`src/rtl/fetch_pkg.sv`:
```
// ============================================================================
// Module : fetch_pkg
// Brief  : Shared types and default geometry for the instruction fetch stage.
// Rev    : 1.0  initial release
// ============================================================================
`default_nettype none

package fetch_pkg;

  localparam int C_XLEN       = 32;
  localparam int C_ORDER_W    = 64;
  localparam int C_LINE_BYTES = 32;
  localparam int C_LINE_OFF   = $clog2(C_LINE_BYTES);
  localparam int C_LINE_WORDS = C_LINE_BYTES / 4;

  typedef enum logic [1:0] {
    ST_RUN  = 2'd0,
    ST_WAIT = 2'd1,
    ST_DROP = 2'd2
  } fetch_state_e;

  // Layout of one instruction-queue entry at the default widths
  typedef struct packed {
    logic [C_ORDER_W-1:0] order;
    logic [C_XLEN-1:0]    pc;
    logic [31:0]          instr;
  } fetch_entry_t;

endpackage

`default_nettype wire

```
`src/rtl/fetch_line_buffer.sv`:
```
// ============================================================================
// Module : fetch_line_buffer
// Brief  : Single-line instruction buffer: fill, invalidate, tag match, word select.
// Rev    : 1.0  initial release
// ============================================================================
`default_nettype none

module fetch_line_buffer
  import fetch_pkg::*;
#(
  parameter int XLEN       = 32,
  parameter int LINE_BYTES = 32
) (
  input  logic                                 clk,
  input  logic                                 rst,
  input  logic                                 fill,
  input  logic [XLEN-$clog2(LINE_BYTES)-1:0]   fill_tag,
  input  logic [8*LINE_BYTES-1:0]              fill_data,
  input  logic                                 invalidate,
  input  logic [XLEN-$clog2(LINE_BYTES)-1:0]   pc_tag,
  input  logic [$clog2(LINE_BYTES)-3:0]        pc_idx,
  output logic                                 hit,
  output logic [31:0]                          instr
);

  localparam int C_OFF   = $clog2(LINE_BYTES);
  localparam int C_WORDS = LINE_BYTES / 4;
  localparam int C_TAG_W = XLEN - C_OFF;

  logic [8*LINE_BYTES-1:0] r_data;
  logic [C_TAG_W-1:0]      r_tag;
  logic                    r_valid;
  logic [31:0]             w_words [C_WORDS];

  // Invalidate wins over a coincident fill so a fenced line never becomes live
  always_ff @(posedge clk) begin
    if (rst) begin
      r_valid <= 1'b0;
      r_tag   <= '0;
      r_data  <= '0;
    end else if (invalidate) begin
      r_valid <= 1'b0;
    end else if (fill) begin
      r_valid <= 1'b1;
      r_tag   <= fill_tag;
      r_data  <= fill_data;
    end
  end

  for (genvar gi = 0; gi < C_WORDS; gi++) begin : g_words
    assign w_words[gi] = r_data[gi*32 +: 32];
  end

  assign hit   = r_valid && (pc_tag == r_tag);
  assign instr = w_words[pc_idx];

endmodule

`default_nettype wire

```
`src/rtl/fetch_stage.sv`:
```
// ============================================================================
// Module : fetch_stage
// Brief  : Instruction fetch: PC, order counter, line refill FSM, queue enqueue.
// Rev    : 1.0  initial release
// ============================================================================
`default_nettype none

module fetch_stage
  import fetch_pkg::*;
#(
  parameter int                XLEN       = 32,
  parameter int                LINE_BYTES = 32,
  parameter logic [XLEN-1:0]   RESET_PC   = XLEN'('hAAAAA000),
  parameter int                ORDER_W    = 64
) (
  input  logic                       clk,
  input  logic                       rst,
  output logic [XLEN-1:0]            imem_addr,
  output logic [3:0]                 imem_rmask,
  input  logic [8*LINE_BYTES-1:0]    imem_rdata,
  input  logic                       imem_resp,
  output logic [ORDER_W+XLEN+31:0]   iq_data,
  output logic                       iq_enqueue,
  input  logic                       iq_full,
  input  logic                       redirect,
  input  logic [XLEN-1:0]            redirect_pc,
  input  logic                       fence_i,
  output logic [XLEN-1:0]            fetch_pc
);

  localparam int C_OFF = $clog2(LINE_BYTES);

  fetch_state_e         r_state;
  logic [XLEN-1:0]      r_pc;
  logic [XLEN-1:0]      r_req_addr;
  logic [ORDER_W-1:0]   r_order;

  logic                 w_hit;
  logic [31:0]          w_instr;
  logic                 w_fill;
  logic                 w_enq;

  fetch_line_buffer #(
    .XLEN       (XLEN),
    .LINE_BYTES (LINE_BYTES)
  ) u_line_buffer (
    .clk        (clk),
    .rst        (rst),
    .fill       (w_fill),
    .fill_tag   (r_req_addr[XLEN-1:C_OFF]),
    .fill_data  (imem_rdata),
    .invalidate (fence_i),
    .pc_tag     (r_pc[XLEN-1:C_OFF]),
    .pc_idx     (r_pc[C_OFF-1:2]),
    .hit        (w_hit),
    .instr      (w_instr)
  );

  // A response that coincides with fence_i is stale and must not be installed
  assign w_fill = (r_state == ST_WAIT) && imem_resp && !fence_i;
  assign w_enq  = !rst && (r_state == ST_RUN) && w_hit && !iq_full && !redirect;

  always_ff @(posedge clk) begin
    if (rst) begin
      r_state    <= ST_RUN;
      r_pc       <= RESET_PC;
      r_order    <= '0;
      r_req_addr <= '0;
    end else begin
      if (w_enq) begin
        r_pc    <= r_pc + XLEN'(4);
        r_order <= r_order + ORDER_W'(1);
      end
      if (redirect) begin
        r_pc <= redirect_pc & ~XLEN'(3);
      end

      case (r_state)
        ST_RUN: begin
          // A redirect retargets the PC, so a miss on the old PC is not worth fetching
          if (!w_hit && !redirect) begin
            r_req_addr <= {r_pc[XLEN-1:C_OFF], {C_OFF{1'b0}}};
            r_state    <= ST_WAIT;
          end
        end
        ST_WAIT: begin
          if (imem_resp) begin
            r_state <= ST_RUN;
          end else if (fence_i) begin
            r_state <= ST_DROP;
          end
        end
        ST_DROP: begin
          if (imem_resp) begin
            r_state <= ST_RUN;
          end
        end
        default: r_state <= ST_RUN;
      endcase
    end
  end

  assign imem_addr  = r_req_addr;
  assign imem_rmask = (r_state != ST_RUN) ? 4'hF : 4'h0;
  assign iq_enqueue = w_enq;
  assign iq_data    = w_enq ? {r_order, r_pc, w_instr} : '0;
  assign fetch_pc   = r_pc;

endmodule

`default_nettype wire

```
`config.mk`:
```
export PLATFORM = sky130hd
export DESIGN_NAME = fetch_stage
export DESIGN_NICKNAME = d
export VERILOG_FILES = /design/src/rtl/fetch_pkg.sv /design/src/rtl/fetch_line_buffer.sv /design/src/rtl/fetch_stage.sv
export SDC_FILE = /design/constraint.sdc
export NUM_CORES = 1
export LEC_CHECK = 0
export ABC_AREA = 1
export BUFFER_PORTS_ARGS = -buffer_cell sky130_fd_sc_hd__buf_2
export CAP_MARGIN = 40
export CELL_PAD_IN_SITES_DETAIL_PLACEMENT = 1
export CELL_PAD_IN_SITES_GLOBAL_PLACEMENT = 1
export CORE_ASPECT_RATIO = 0.9
export CORE_MARGIN = 2
export CORE_UTILIZATION = 40
export CTS_CLUSTER_SIZE = 8
export DETAILED_ROUTE_END_ITERATION = 10
export GPL_TIMING_DRIVEN = 0
export HOLD_SLACK_MARGIN = 0.05
export PLACE_DENSITY = 0.91
export REMOVE_ABC_BUFFERS = 1
export SKIP_CTS_REPAIR_TIMING = 1
export SYNTH_ARGS = -nofsm -noshare
export SYNTH_HDL_FRONTEND = slang
export SYNTH_HIERARCHICAL = 1
export SYNTH_SLANG_ARGS = --single-unit
```
`constraint.sdc`:
```
create_clock -name clk -period 3.68 [get_ports clk]
set_clock_uncertainty 0.05 [all_clocks]
set_input_delay 0.736 -clock clk [delete_from_list [all_inputs] [get_ports clk]]
set_output_delay 0.736 -clock clk [all_outputs]
set_load 0.05 [all_outputs]
```
-- After elaboration in Yosys (flattened, before gate mapping)
Index checks and enable logic that the tools add are counted.
- register bits after elaboration: 409
- bits of input ports: 294
- logic and storage cells: 52
- $add $sub $neg: 2
- magnitude comparators: 1
- equality and inequality tests: 6
- muxes and demuxes: 12
- bitwise operators: 2
- reduce and logical (&&, ||, !) cells: 21
- operators with widths (kind ; count):
    128-bit two-way mux ; 1
    32-bit two-way mux ; 4
    32-bit binary-select mux with 3-bit select ; 1
    64-bit by 1-bit adder with 64-bit output, second input constant ; 1
    32-bit by 3-bit adder with 32-bit output, second input constant ; 1
    27-bit == test ; 1
    1-bit logical AND ; 8
    2-bit two-way mux ; 4
    2-bit one-hot mux with 3 select lines ; 1
    1-bit logical NOT ; 5
    4-bit greater-or-equal comparator, second input constant ; 1
    4-bit two-way mux ; 1
    3-bit NOT with 4-bit output ; 1
    2-bit AND reduction ; 2
    2-bit nonzero test ; 2
    2-bit OR reduction ; 2
    3-bit inequality test, second input constant ; 1
    3-bit AND reduction ; 1
    2-bit by 1-bit == test with 1-bit output, second input constant ; 1
    2-bit == test, second input constant ; 1
    2-bit logical NOT ; 1
    2-bit by 1-bit inequality test with 1-bit output, second input constant ; 1
    2-bit inequality test, second input constant ; 1
    1-bit NOT ; 1

-- Logic depth before layout (Yosys ltp)
Gate-level depths: netlist of the first run.
- word-level depth: 7
- gate-level depth with buffers: 18

-- Modules after synthesis
Netlist of the first run, hierarchy kept.
- modules (own cells, without submodules) (module ; instances ; cells each ; area each (µm²)):
    fetch_line_buffer ; 1 ; 1897 ; 12622.1
    fetch_stage ; 1 ; 1271 ; 7638.6

-- Worst setup path after synthesis of the first run
No wires, ideal clock.
- path type: flip-flop to output port
- start: register r_pc[23], in the netlist fetch_pc[23]
- end: output iq_data[100]
- arrival time: 2.971 ns
- required time: 2.894 ns
- path slack: -0.077 ns
- stages on the path, launching flop included: 16
- cells stage by stage: dfxtp_1 inv_1 nand2_1 nand2_1 nor2_1 nand2_1 nor2_1 nand2_1 nor2_1 inv_2 nor2_4 nand4_4 buf_6 buf_2 buf_2 nor2_1
- cells in the longest elaborated chain, start to end: 6
- RTL lines (item ; RTL line ; RTL):
    start, declared ; fetch_stage.sv:34 ; logic [XLEN-1:0] r_pc;
    start signal, assigned ; fetch_stage.sv:71 ; r_pc <= r_pc + XLEN'(4);
    start signal, assigned ; fetch_stage.sv:75 ; r_pc <= redirect_pc & ~XLEN'(3);
    27-bit == test ; fetch_line_buffer.sv:54 ; assign hit = r_valid && (pc_tag == r_tag);
    1-bit logical AND ; fetch_line_buffer.sv:54 ;
    via w_hit ; fetch_stage.sv:38 ; logic w_hit;
    1-bit logical AND (3 in a row) ; fetch_stage.sv:61 ; assign w_enq = !rst && (r_state == ST_RUN) && w_hit && !iq_full && !redirect;
    128-bit two-way mux ; fetch_stage.sv:106 ; assign iq_data = w_enq ? {r_order, r_pc, w_instr} : '0;
    end, declared ; fetch_stage.sv:22 ; output logic [ORDER_W+XLEN+31:0] iq_data,
The timed path passes the listed nets, and every way through them passes these cells.

-- Worst setup path after layout of the first run
- start: register u_line_buffer.r_tag[3]
- end: output iq_data[48]
- cells in the longest elaborated chain, start to end: 6
- RTL lines (item ; RTL line ; RTL):
    start, declared ; fetch_line_buffer.sv:31 ; logic [C_TAG_W-1:0] r_tag;
    start signal, assigned ; fetch_line_buffer.sv:45 ; r_tag <= fill_tag;
    27-bit == test ; fetch_line_buffer.sv:54 ;
    1-bit logical AND ; fetch_line_buffer.sv:54 ;
    via w_hit ; fetch_stage.sv:38 ;
    1-bit logical AND (3 in a row) ; fetch_stage.sv:61 ;
    128-bit two-way mux ; fetch_stage.sv:106 ;
The timed path passes the listed nets, and every way through them passes these cells.

==> results of run 1 <==
## critical path, delay by kind of cell (launching register included)
family | cells | cell delay, ns
AND/OR/NAND/NOR | 10 | 1.45
buffers and inverters | 4 | 0.71
flip-flops | 1 | 0.33
## metrics by stage
step                TNS (ns)  hold slack, ns  instance area, sq um  util (%)
global placement    -5385.61           0.397                 22600      44.9
detailed placement    -48.44           0.399                 23100      46.1
finish                -11.01           0.302                 26400      52.6
CTS                  -115.71           0.264                 24600      49.0
global route          -27.59           0.294                 26400      52.6
floorplan           -1326.90           0.382                 19300         -
## placed cells by master (no fill, tap or decap), drive strengths merged
cell     synthesis  layout
nand2          936     936
and2             5       5
a21oi          344     344
o22ai            1       1
nand3           75      75
dfxtp          407     407
a221oi           2       2
clkbuf          85      88
inv            260     260
xnor2            1       1
nand3b           3       3
nor3            27      27
nand4           31      32
nor2           549     550
o2111ai          1       1
o211ai           3       3
o21a             2       2
and3             1       1
clkinv           0       3
ha               2       2
o21ai          262     262
diode            0      30
a211oi          24      24
a31oi            7       7
nor4             3       3
buf            116     526
o31ai            4       4
conb             1       9
xor2            13      13
or2              2       2
a2111oi          1       1
## worst max-delay path by stage
| stage | depth (start not counted) | slack (ns) | to | from |
|---|---|---|---|---|
| 2_1_floorplan | 7 | -4.09 | u_line_buffer/r_tag[10]$_SDFFE_PP0P_ | imem_resp |
| 3_3_place_gp | 5 | -10.69 | iq_data[66] | rst |
| 3_5_place_dp | 8 | -0.72 | iq_data[69] | rst |
| 4_1_cts | 15 | -1.26 | iq_data[69] | fetch_pc[12]$_SDFFE_PP0P_ |
| 5_1_grt | 14 | -0.34 | iq_data[13] | fetch_pc[8]$_SDFFE_PP0P_ |
| 6_report | 14 | -0.22 | iq_data[48] | u_line_buffer/r_tag[3]$_SDFFE_PP0P_ |
## state kept, by name (all words and copies together) (netlist names)
register               cells
u_line_buffer/r_valid      1
u_line_buffer/r_data     256
fetch_pc                  30
r_order                   64
imem_addr                 27
r_state                    2
u_line_buffer/r_tag       27
## synthesized netlist by cell type, drive strengths merged
cell	n	share of area (%)
dfxtp	407	40
o2111ai	1	0.043
nor4	3	0.093
nor2	549	11
inv	260	4.8
a21oi	344	8.5
and2	5	0.15
buf	116	3.2
nand3b	3	0.11
nand2	936	17
ha	2	0.12
o211ai	3	0.11
nor3	27	0.77
and3	1	0.031
a211oi	24	1.4
conb	1	0.019
xnor2	1	0.043
o31ai	4	0.15
a221oi	2	0.086
clkbuf	85	1.6
xor2	13	0.56
nand4	31	1.0
or2	2	0.062
a31oi	7	0.22
o22ai	1	0.031
o21ai	262	6.5
nand3	75	2.1
a2111oi	1	0.043
o21a	2	0.074
## cell families after synthesis
logic type	count (synthesis)
fa+ha+maj	2
compound gates	651
xor+xnor	14
other cells	1
buf+inv	461
flops	407
simple gates	1632
## final cells by class
class	count	area [sq um]
Fill cell	6608	23800
Multi-Input combinational cell	2310	10600
Sequential cell	407	8230
Timing Repair Buffer	555	4190
Clock buffer	59	1410
Inverter	260	993
Tap cell	680	851
Clock inverter	3	76.3
Antenna cell	30	75.1
## report_power, final
group	switching, mW	leakage [nW]	internal (mW)
Clock	2.03	0.724	2.69
Combinational	0.817	6.41	0.357
Sequential	0.0964	3.31	4.50
## routing by layer
metal	vias up	routed length [um]	track usage (%)
met4	16	4250	14.6
met1	11286	35300	34.5
met5	-	110	0
met3	265	7200	6.32
li1	10890	-	-
met2	988	41300	46.7
==> run summary, run 1 <==
# rows: 78
DRT antenna net count: 0
Via count: 23,445
Final min period: 3.90 ns
Seq/Total Area, Yosys: 40.2%
XOR/XNOR share of the synthesized area: 0.605%
FMAX: 0.257 GHz
Largest net degree at the start of global routing: 149
Cells after Synth: 3,168
Antenna violations before repair: 38
Max_cap viols: 0
Chip width: 241 um
Longest Clk Path Bufs: 3
Post-synthesis average cell area: 6.40 sq um
Synth Area in Compound Gates: 17.1%
Fin cells: 4,304
Area share of and/or/nand/nor cells after synthesis: 32.4%
Final Max Tran Viols: 0
Reg2reg path depth: 21
Vias/cell: 5.45
GRT Util Overall: 28.3%
Post-Synth Adder-Cell Area: 0.124%
Outcome: complete, but fails checks
Final setup margin: -0.215 ns
First DRT Iteration DRCs: 1,661
#FFs+latches synth: 407
Maximum VDD drop: 0.356 mV
Initial Util: 40.3%
Multiplexer area fraction after synthesis: 0%
Fraction of layout cells with a size suffix above 1: 21.9%
Final #Nets: 3,886
Worst Max-Slew Pin Slew: 0.878 ns
Die area: 52,500 sq um
Pwr dens: 397 nW/um^2
Worst hold start: imem_resp
Leak: 10.4 nW
Final hold viol count: 0
Synth-to-layout area growth: 30.5%
RSZ-0062 raised after global routing: true
Placed insts: 4,158
Critical-path cell list: inv_1 -> nand2_1 -> nand2_1 -> nor2_1 -> nand2_2 -> nor2_2 -> nand2_2 -> nor2_4 -> inv_2 -> nor2_4 -> nand4_4 -> buf_4 -> nor2_1 -> buf_4
Rel. slew slack: 41.3%
Largest family of logic cells by synthesized area: simple AND/OR/NAND/NOR gates
RD Place Congestion: 0.919
TritonCTS clock tree: yes
Ratio of final minimum period to clock period: 106%
IO Pins: 491
CP Launch Type: flip-flop
Later-pin clock latency in the skew report: 0.61 ns
Per-cell routed wire length: 20.5 um
Root Driver: clkbuf_16
Drt drc: 0
Synth cell types: 45
Maximum fanout along the worst path: 9
Vias in the first global route: 22,109
CP max-delay cell: dfxtp_2
Die Height: 218 um
Final-report setup violation count: 122
Post-Syn Area: 20,300 sq um
Synthesis Warnings: 6
Violated checks: negative setup slack
Reg2Reg Setup Slack: 0.10 ns
Total wire length: 88,100 um
Max stage delay on crit path: 0.33 ns
Worst r2r src: u_line_buffer/r_tag[3]$_SDFFE_PP0P_
Crit path kind: flip-flop to output port
Worst slack, placed: -0.724 ns
Hold Path Class: input port to flip-flop
CTS H-tree depth: 2
Critical Path RT: 2.89 ns
Critical Path End Type: output port
Reg clk slew, reported paths: 0.05 ns
Num Clock Sinks: 407
Core Area: 50,300 sq um
Num CTS Buffers: 56
Port Buffers: 479
Reg-to-reg critical path endpoint: r_order[34]$_SDFFE_PP0N_
Hold Path Sink: r_state[1]$_SDFFE_PP0P_
Overall power: 10.5 mW
Worst Path Arrival: 3.11 ns
Pre-antenna DRT Iters: 6
Grt ovf: 0
Cells on Worst Hold Path: 2
First-pass GRT wire length: 119,000 um
Hpwl dp: 52,600 um
Note: power is estimated with default switching activity, not from simulation.
==> inputs of run 2 (changes only) <==
--- a/config.mk
+++ b/config.mk
@@ -12,14 +12,15 @@
 export CELL_PAD_IN_SITES_GLOBAL_PLACEMENT = 1
 export CORE_ASPECT_RATIO = 0.9
 export CORE_MARGIN = 2
-export CORE_UTILIZATION = 40
+export CORE_UTILIZATION = 37
 export CTS_CLUSTER_SIZE = 8
 export DETAILED_ROUTE_END_ITERATION = 10
 export GPL_TIMING_DRIVEN = 0
 export HOLD_SLACK_MARGIN = 0.05
-export PLACE_DENSITY = 0.91
+export PLACE_DENSITY = 0.85
 export REMOVE_ABC_BUFFERS = 1
 export SKIP_CTS_REPAIR_TIMING = 1
+export SKIP_LAST_GASP = 1
 export SYNTH_ARGS = -nofsm -noshare
 export SYNTH_HDL_FRONTEND = slang
 export SYNTH_HIERARCHICAL = 1
==> constraint.sdc (replaced) <==
create_clock -name clk -period 3.7 [get_ports clk]
set_clock_uncertainty 0.05 [all_clocks]
set_input_delay 0.74 -clock clk [delete_from_list [all_inputs] [get_ports clk]]
set_output_delay 0.74 -clock clk [all_outputs]
set_load 0.05 [all_outputs]
==> run 2 against run 1 <==
Effect of this change: the run still ends with negative setup slack left; global-route usage fell by 1.4 points; first-iteration DRC count decreased by 6.6%; register-to-register slack improved by 0.23 ns; non-clock buffer count fell by 12; combinational power shrank 3%; cell area is 0.40% lower; critical path depth is 2 higher; clock power increased by 1%; clock-buffer cell count up 5; core utilization down 4.0 points; critical endpoint is now iq_data[26]; largest power group unchanged.
==> run summary, run 2 (synthesis results as in run 1) <==
Later-pin clock latency in the skew report: 0.61 ns (about the same)
Leak: 10.4 nW (-0.22%)
Max reg flops: 256 (unchanged)
Worst hold start: imem_resp
Crit path kind: flip-flop to output port
Reg clk slew, reported paths: 0.05 ns (about the same)
Die Height: 226 um (+3.9%)
Worst Path Arrival: 3.06 ns (-0.05 ns)
Hold Path Sink: r_state[1]$_SDFFE_PP0P_
Placed insts: 4,184 (+0.63%)
TritonCTS clock tree: yes
Antenna violations before repair: 37 (-2.6%)
Final setup margin: -0.146 ns (+0.0691 ns)
Synth-to-layout area growth: 30.0%
Reg2reg path depth: 19 (-9.5%)
Num CTS Buffers: 57 (+1.8%)
Final Max Tran Viols: 0 (unchanged)
Levels on crit path: 16 (+2)
Max stage delay on crit path: 0.42 ns (+0.09 ns)
Hpwl dp: 54,400 um (+3.5%)
DRT antenna net count: 0 (unchanged)
Longest Clk Path Bufs: 3 (unchanged)
Num Clock Sinks: 407 (unchanged)
CP max-delay cell: dfxtp_4
First-pass GRT wire length: 121,000 um (+1.9%)
Worst r2r src: fetch_pc[8]$_SDFFE_PP0P_
Top reg by flops: u_line_buffer/r_data
CP Launch Type: flip-flop
Cells on Worst Hold Path: 2 (unchanged)
CTS H-tree depth: 2 (unchanged)
CP Buf/Inv Count: 7 (+3)
Critical Path End Type: output port
Critical-path cell list: inv_1 -> nand2_2 -> nand2_1 -> inv_1 -> nand2_1 -> nor2_1 -> nand3_1 -> nor2_4 -> inv_2 -> nor2_4 -> nand4_4 -> buf_12 -> buf_16 -> clkbuf_16 -> nor2_4 -> buf_8
Post-layout util: 48.6% (-4.0 points)
Met3 Usage GRT: 6.95% (+0.63 points)
Final hold viol count: 0 (unchanged)
# rows: 81 (+3.8%)
FMAX: 0.260 GHz
CP dominant cell by count: nor2_4
Core Area: 54,200 sq um (+7.9%)
RD Place Congestion: 0.928 (+0.91%)
Pwr dens: 399 nW/um^2 (+0.61%)
Port Buffers: 479 (unchanged)
Root Driver: clkbuf_16
Initial Util: 37.4% (-2.9 points)
Via count: 22,833 (-2.6%)
GR peak layer: met2
Per-cell routed wire length: 19.8 um (-3.0%)
Top delay family on crit path: simple AND/OR/NAND/NOR gates
Maximum VDD drop: 0.373 mV (+4.8%)
DP Area: 23,200 sq um (+0.28%)
Commonest non-fill, non-tap cells in the layout: nand2_1 (933), nor2_1 (473), dfxtp_1 (379), buf_2 (356), a21oi_1 (344)
Reg2Reg Setup Slack: 0.33 ns (+0.23 ns)
Design Area, Final: 26,300 sq um (-0.40%)
Critical Path RT: 2.91 ns (+0.02 ns)
Die area: 56,600 sq um (+8.0%)
Violated checks: negative setup slack
Final min period: 3.85 ns
Hold Path Class: input port to flip-flop
Grt met1 use: 33.1% (-1.4 points)
Largest net degree at the start of global routing: 133 (-11%)
Reg-to-reg critical path endpoint: fetch_pc[22]$_SDFFE_PP0P_
Final-report setup violation count: 68 (-44%)
Worst Max-Slew Pin Slew: 0.788 ns (-0.0902 ns)
First DRT Iteration DRCs: 1,552 (-6.6%)
Fin cells: 4,319 (+0.35%)
Drt drc: 0 (unchanged)
Grt ovf: 0 (unchanged)
Fraction of layout cells with a size suffix above 1: 21.1% (-0.81 points)
RSZ-0062 raised after global routing: true
Pre-antenna DRT Iters: 5 (-1)
IO Pins: 491 (unchanged)
Rel. slew slack: 47.0% (+5.7 points)
Ratio of final minimum period to clock period: 104%
Outcome: complete, but fails checks
Final #Nets: 3,876 (-0.26%)
Vias in the first global route: 21,812 (-1.3%)
Maximum fanout along the worst path: 8 (-1)
Commonest non-fill, non-tap cell in the layout: nand2_1
Chip width: 251 um (+3.9%)
Met2 Resource Use GR: 44.3% (-2.4 points)
Max_cap viols: 0 (unchanged)
Vias/cell: 5.29 (-2.9%)
Total wire length: 85,700 um (-2.7%)
GRT Util Overall: 26.9% (-1.4 points)
-- run 2: changes by cell type in the layout (fill, tap and decap cells not counted), moves of 7 or more --
| cell | previous run | this run |
|---|---|---|
| nor2_2 | 39 | 49 |
| dfxtp_1 | 372 | 379 |
| nor2_4 | 47 | 28 |
| buf_8 | 22 | 11 |
| buf_6 | 50 | 74 |
| buf_4 | 67 | 46 |
| nor2_1 | 463 | 473 |
-- run 2: metal layers --
layer,share of wire (%),routed length [um]
met3,8.2,6990
met2,47,40000
met5,0.16,141
met1,41,35100
met4,4.1,3540
-- run 2: area by class of cell --
| type | instances | area [sq um] |
|---|---|---|
| repair buffers | 543 | 4130 |
| clock inverters | 4 | 95.1 |
| multi-input cells | 2311 | 10500 |
| fillers | 7111 | 27900 |
| inverters | 260 | 996 |
| clock buffers | 64 | 1460 |
| flip-flops and latches | 407 | 8220 |
| diodes | 25 | 62.6 |
| well taps | 705 | 882 |
-- run 2: per-stage QoR --
step	power (mW)	hold slack [ns]	worst slack, ns	TNS (ns)
2_1_floorplan	5.21	0.382	-4.07	-1319.77
6_report	10.5	0.288	-0.146	-3.62
3_3_place_gp	5.70	0.396	-10.71	-5353.99
3_5_place_dp	5.73	0.399	-1.35	-142.88
4_1_cts	10.5	0.262	-1.49	-137.26
5_1_grt	10.9	0.283	-0.226	-14.16
-- run 2: worst max-delay path by stage --
stage | start | end | slack [ns]
2_1_floorplan | imem_resp | u_line_buffer/r_tag[10]$_SDFFE_PP0P_ | -4.07
3_3_place_gp | rst | iq_data[65] | -10.71
3_5_place_dp | rst | iq_data[26] | -1.35
4_1_cts | fetch_pc[8]$_SDFFE_PP0P_ | iq_data[26] | -1.49
5_1_grt | fetch_pc[8]$_SDFFE_PP0P_ | iq_data[26] | -0.23
6_report | fetch_pc[8]$_SDFFE_PP0P_ | iq_data[26] | -0.15
-- run 2: power by group --
| group | leakage [nW] | internal, mW | switching (mW) | total, mW |
|---|---|---|---|---|
| registers | 3.31 | 4.47 | 0.112 | 4.59 |
| logic | 6.36 | 0.353 | 0.778 | 1.13 |
| clock network | 0.755 | 2.76 | 2.04 | 4.79 |
-- run 2: worst register-to-register path, delay by kind of cell (launching register included) --
kind,cells,cell delay [ns]
simple gates,12,1.72
buf+inv,7,1.08
flops,1,0.42
